**config.mk**
```make
export PLATFORM = sky130hd
export DESIGN_NAME = rename_free_list
export DESIGN_NICKNAME = d
export VERILOG_FILES = /design/src/rtl/rename_free_list.sv
export SDC_FILE = /design/constraint.sdc
export NUM_CORES = 1
export LEC_CHECK = 0
export CORE_UTILIZATION = 30
export DETAILED_ROUTE_END_ITERATION = 7
export GPL_TIMING_DRIVEN = 0
export PLACE_DENSITY_LB_ADDON = 0.15
export SLEW_MARGIN = 15
export SYNTH_ARGS = -nofsm -noshare
export SYNTH_HDL_FRONTEND = slang
export SYNTH_SLANG_ARGS = --single-unit
```
**constraint.sdc**
```tcl
create_clock -name clk -period 3.4 [get_ports clk]
set_input_delay 0.68 -clock clk [delete_from_list [all_inputs] [get_ports clk]]
set_output_delay 0.68 -clock clk [all_outputs]
set_load 0.01 [all_outputs]
```
**src/rtl/rename_free_list.sv**
```systemverilog
// rename_free_list
// ----------------
// Physical-register free list for the Tomasulo rename stage. Free tags live
// in a circular buffer. Three pointers walk it:
//   head      - next tag to hand out (speculative allocate point)
//   arch_head - allocate point as seen by committed instructions
//   tail      - next slot to receive a reclaimed tag
// On a flush, head is pulled back to arch_head. This returns every
// speculatively allocated tag to the list in one cycle.
//
// Ports:
//   clk             in   clock, all state updates on the rising edge
//   reset           in   synchronous active-high reset
//   alloc_req       in   dispatch wants one free tag this cycle
//   alloc_gnt       out  request accepted; alloc_preg is consumed at the edge
//   alloc_preg      out  tag at the head entry
//   commit          in   an instruction with a destination retires
//   commit_old_preg in   previous mapping of that destination, to be freed
//   flush           in   mispredict/exception recovery
//   free_count      out  number of free tags (tail - head)
//   empty           out  no free tags
//   overflow        out  sticky error: a tag was freed into a full list

module rename_free_list #(
    parameter int NUM_PHYS = 32,
    parameter int NUM_ARCH = 8,
    localparam int PREG_W  = $clog2(NUM_PHYS),
    localparam int PTR_W   = $clog2(NUM_PHYS) + 1
) (
    input  logic              clk,
    input  logic              reset,
    input  logic              alloc_req,
    output logic              alloc_gnt,
    output logic [PREG_W-1:0] alloc_preg,
    input  logic              commit,
    input  logic [PREG_W-1:0] commit_old_preg,
    input  logic              flush,
    output logic [PTR_W-1:0]  free_count,
    output logic              empty,
    output logic              overflow
);

    logic [PREG_W-1:0] entries [NUM_PHYS];
    logic [PTR_W-1:0]  head;
    logic [PTR_W-1:0]  arch_head;
    logic [PTR_W-1:0]  tail;

    logic              full;
    logic              commit_ok;
    logic              commit_drop;
    logic [PTR_W-1:0]  arch_head_next;
    logic [PTR_W-1:0]  tail_next;

    // Pointers carry an extra wrap bit. tail - head is then the true
    // occupancy, and 0 (empty) and NUM_PHYS (full) can be told apart.
    always_comb begin
        free_count = tail - head;
        empty      = (free_count == '0);
        full       = (free_count == PTR_W'(NUM_PHYS));
        alloc_preg = entries[head[PTR_W-2:0]];
        alloc_gnt  = alloc_req & ~empty & ~flush & ~reset;
    end

    // A commit into a full list has nowhere to go, unless the same cycle
    // also frees a slot with an allocate. In that case the write is dropped
    // and the error is latched. arch_head still follows the commit stream,
    // so a flush always lands on the committed point.
    always_comb begin
        commit_drop    = commit & full & ~alloc_gnt;
        commit_ok      = commit & ~commit_drop;
        arch_head_next = arch_head + {{(PTR_W-1){1'b0}}, commit};
        tail_next      = tail + {{(PTR_W-1){1'b0}}, commit_ok};
    end

    // Reset preloads slot i with tag NUM_ARCH+i, and the tag value wraps
    // modulo NUM_PHYS. The slots that do not hold free tags therefore get
    // the architectural tags. They sit outside head..tail and are never
    // read before being rewritten. A flush takes priority over an allocate;
    // alloc_gnt is already low during a flush.
    always_ff @(posedge clk) begin
        if (reset) begin
            for (int i = 0; i < NUM_PHYS; i++) begin
                entries[i] <= PREG_W'(NUM_ARCH + i);
            end
            head      <= '0;
            arch_head <= '0;
            tail      <= PTR_W'(NUM_PHYS - NUM_ARCH);
            overflow  <= 1'b0;
        end else begin
            if (commit_ok) begin
                entries[tail[PTR_W-2:0]] <= commit_old_preg;
            end
            tail      <= tail_next;
            arch_head <= arch_head_next;
            if (flush) begin
                head <= arch_head_next;
            end else if (alloc_gnt) begin
                head <= head + 1'b1;
            end
            if (commit_drop) begin
                overflow <= 1'b1;
            end
        end
    end

endmodule
```
# Word-level counts from Yosys, hierarchy flattened
# Memory sizes are Yosys's and may differ from the RTL's. A register that Yosys moved wholly into a read port is not among the register bits.
# Cells that the tools add are included.
[word_totals] in_bits=10 mem_bits_rw=160 latchBits=0 out_inout_bits=14 n_memories=1 mem_bits_ro=0 ff_bits=19 word_cells=36
[mem_list] name="entries" words=32 word_bits=5 read_ports=1 rd_ports_with_merged_regs=1 write_ports=32 line="43" text="logic [PREG_W-1:0] entries [NUM_PHYS];"
[classes] shifts=0 eq_ne=1 bitwise=11 n_addsub=4 multipliers=0 div=0 magnitude_cmp=0 mux=12 n_reduce_logical=3
[op_table] cell="$mux 5" n=4
[op_table] cell="$add 6x1->6" n=2
[op_table] cell="$mux 6" n=2
[op_table] cell="$add 6x1->6 const B" n=1
[op_table] cell="$and 1x1->1" n=6
[op_table] cell="$eq 6x6->1 const B" n=1
[op_table] cell="$logic_not 6->1" n=1
[op_table] cell="$mux 1" n=6
[op_table] cell="$sub 6x6->6" n=1
[op_table] cell="$not 1->1" n=5
[op_table] cell="$reduce_or 5->1" n=1
[op_table] cell="$reduce_bool 2->1" n=1

# Depth between registers and ports, before layout
[depth] word_depth=15 ltp_mapped=15

# Least setup slack after synthesis
# OpenSTA, ideal clock, no wires.
[synth_path] kind="register -> register" startpoint="register tail[0]" endpoint="memory entries[14][1] (netlist bit) (data pin)" path_stages_with_launch=13 t_arrival_ps=3009 n_path_buf=2 path_slack_ps=125 cell_sequence="dfxtp_1 inv_1 ha_1 fa_1 nand2b_1 a21oi_1 xor2_1 nor4_1 and4b_1 buf_6 or4_1 buf_2 or3_1"
[synth_rtl] item="from (decl)" line="46" text="logic [PTR_W-1:0] tail;"
[synth_rtl] item="from (signal assigned)" line="87" text="tail <= PTR_W'(NUM_PHYS - NUM_ARCH);"
[synth_rtl] item="from (signal assigned)" line="93" text="tail <= tail_next;"
[synth_rtl] item="to (decl)" line="43"

==> metrics.cfg <==
[setup_path]
endpoint = alloc_preg[4]
cp.depth = 6
cp-end-kind = output pin
rr_worst_depth = 13
crit_type = reg -> out
reg2reg_slack_ps = 90
path_max_fanout = 6
crit_slowest_cell = mux4_2
r2r-start = tail[0]
required_ps = 2720
r2r-end = entries[3][0]
worstPathArrival_ps = 2700
critPathMaxStageDelay_ps = 540
cp_cell_sequence = buf_12 -> buf_4 -> mux4_2 -> mux4_2 -> mux2_4 -> buf_6
crit_family = multiplexers
crit_top_cell = mux4_2
startpoint_type = flip-flop
path_buf_inv = 3

[clocking]
cts.sinks = 184
numCtsBuffers = 17
clock_latency_ps = 450
htree_levels = 4
clock_path_buffers = 2
cts.reportedPaths.clkPinSlew_ps = 70
cts_tree = built
cts_root_buffer = clkbuf_16

[global_route]
grt_pass1_vias = 5807
track_usage_pct = 18.9
grt_overflow = 0
grt_antenna_before_repair = 0
grt_max_degree = 20
grt_pass1_wl_um = 38300

[cells_and_area]
diodes = 0
syn_to_final_growth_pct = 20.3
instances_no_fill = 1092
layout_common_cells = edfxtp_1 (160), nor2_1 (76), nand2_1 (68)
final_net_count = 722
final_common_cell = edfxtp_1
drive_gt1_share_pct = 23.8

[power_and_ir_drop]
leakagePower_nw = 3.44
ir_drop_mv = 0.284
power_w = 0.00521
cellPowerDensity_nw_per_um2 = 499

[logic_synthesis]
synth.distinct_cells = 48
async_reset_ff_share_pct = 0
syn_nets = 660
ys.flop_type = edfxtp_1
synth_warnings = 0
syn-instance-count = 639
postSynthRegisterBits = 184
syn_area_um2 = 8680
synth-seq-area-share_pct = 60.9
synth-edff-count = 160
syn_area_per_cell_um2 = 13.6
synth_top_cell_by_area = edfxtp_1
synth_area_leaders = edfxtp_1 (55%), mux4_2 (13%), dfxtp_1 (5.5%)
synth_top_cell_area_share_pct = 55.4

[sta]
final-hold-violation-count = 0
tns_ps = 0
setup-violations-final = 0
max_freq_mhz = 296
min_period_ps = 3380
slew_headroom_pct = 25.3
final_max_slew_viol_count = 0
finalCritPeriodShare_pct = 99.5
final.setup_skew_ps = 15.8
rsz0062_at_grt = true
worst_hold_slack_ps = 489
fin_ws_ps = 18.6
max_slew.worst_pin.slew_ps = 1120

[routing]
vias = 5649
ant_nets = 0
wl_per_cell_um = 24.4
viasPerCell = 5.17
firstDrtPassIters = 5
initialDrtViolationCount = 439
drt_wl_total_um = 26700
drc_errors = 0

[status]
status = completed

[worst_hold_path]
worstHoldPathType = reg -> reg
hold_path_depth = 2

[floorplan]
core_um2 = 28100
start_util_pct = 30.9
die-area_um2 = 29600
rows = 61
ios = 24
dieWidth_um = 172
die_h_um = 172

[placement]
port_buffers = 19
gp_congestion = 0.840
dp.cells = 1036
hpwl_um = 17700
place_ws_ps = -1000

[run]
drv_cap = 0

## power breakdown
group | switching, W | total (W) | internal (W)
Clock | 0.000983 | 0.00204 | 0.00105
Sequential | 0.0000326 | 0.00253 | 0.00250
Combinational | 0.000351 | 0.000645 | 0.000294
Total | 0.00137 | 0.00521 | 0.00385
## sequential cells by signal (all words and copies together) (netlist names), named ones only
| name | cells |
|---|---|
| arch_head | 6 |
| entries | 160 |
| head | 6 |
| overflow | 1 |
| tail | 6 |
## Yosys cell counts, types with 3 or more instances
master / n
edfxtp_1: 160
nor2_1: 76
nand2_1: 68
mux4_2: 50
or3_1: 37
a21o_1: 34
clkbuf_1: 34
and3_1: 33
dfxtp_1: 24
buf_1: 13
inv_1: 11
ha_1: 10
xor2_1: 7
a21oi_1: 6
buf_2: 6
mux2_2: 5
nand3_1: 5
xnor2_1: 5
nand2b_1: 4
nand3b_1: 4
nor2b_1: 4
and2_1: 3
nor3b_1: 3
nor4_1: 3
o21ai_0: 3
## routing by layer
layer  GRT usage, %  wire (um)  vias to the layer above
met3           3.48       1480                       26
li1               -          -                     2514
met5              0          0                        -
met1           24.4      11500                     2909
met2           32.2      13200                      200
met4           5.58        532                        0
## worst min-delay path, cell delays in order, from the launching register on
cell     delay, ps
dfxtp_1        330
nor2_1          50
nor2_1          70
## how the worst min path moves through the flow
stage,endpoint,startpoint
global route,tail[5],tail[5]
floorplan,tail[5],tail[5]
global placement,overflow,overflow
detailed placement,overflow,overflow
CTS,overflow,overflow
finish,overflow,overflow
## cell families (layout without fill, tap and decap cells)
group / after synthesis / count (layout) / share of synthesized area, %
simple gates: 255 / 255 / 14.6
flops: 184 / 184 / 60.9
buf+inv: 66 / 141 / 3.11
mux: 56 / 56 / 13.7
compound gates: 55 / 55 / 4.72
xor+xnor: 12 / 12 / 1.21
fa+ha+maj: 11 / 11 / 1.67
## through the flow
| step | cell area [um^2] | utilization [%] |
|---|---|---|
| 2_1_floorplan | 8680 | - |
| 3_3_place_gp | 9340 | 33.3 |
| 3_5_place_dp | 9350 | 33.3 |
| 4_1_cts | 10400 | 36.9 |
| 5_1_grt | 10400 | 37.2 |
| 6_report | 10400 | 37.2 |
## what timing repair did
| action | 4_1_cts | 5_1_grt |
|---|---|---|
| setup buffers | 22 | 4 |
| setup endpoints to repair | 310 | 236 |
| hold endpoints to repair | 0 | 0 |
| gates resized for setup | 95 | 29 |
| cloned | 2 | 0 |
| pin swaps | 8 | 2 |
| hold buffers | 0 | 0 |
## area by class of cell
cell class | count | area [um^2]
Fill cell | 2770 | 17600
Sequential cell | 184 | 5300
Multi-Input combinational cell | 389 | 3230
Tap cell | 378 | 473
Timing Repair Buffer | 47 | 464
Clock buffer | 17 | 425
Buffer | 51 | 325
Clock inverter | 15 | 179
Inverter | 11 | 41.3
Power figures use the tool's default switching activity.
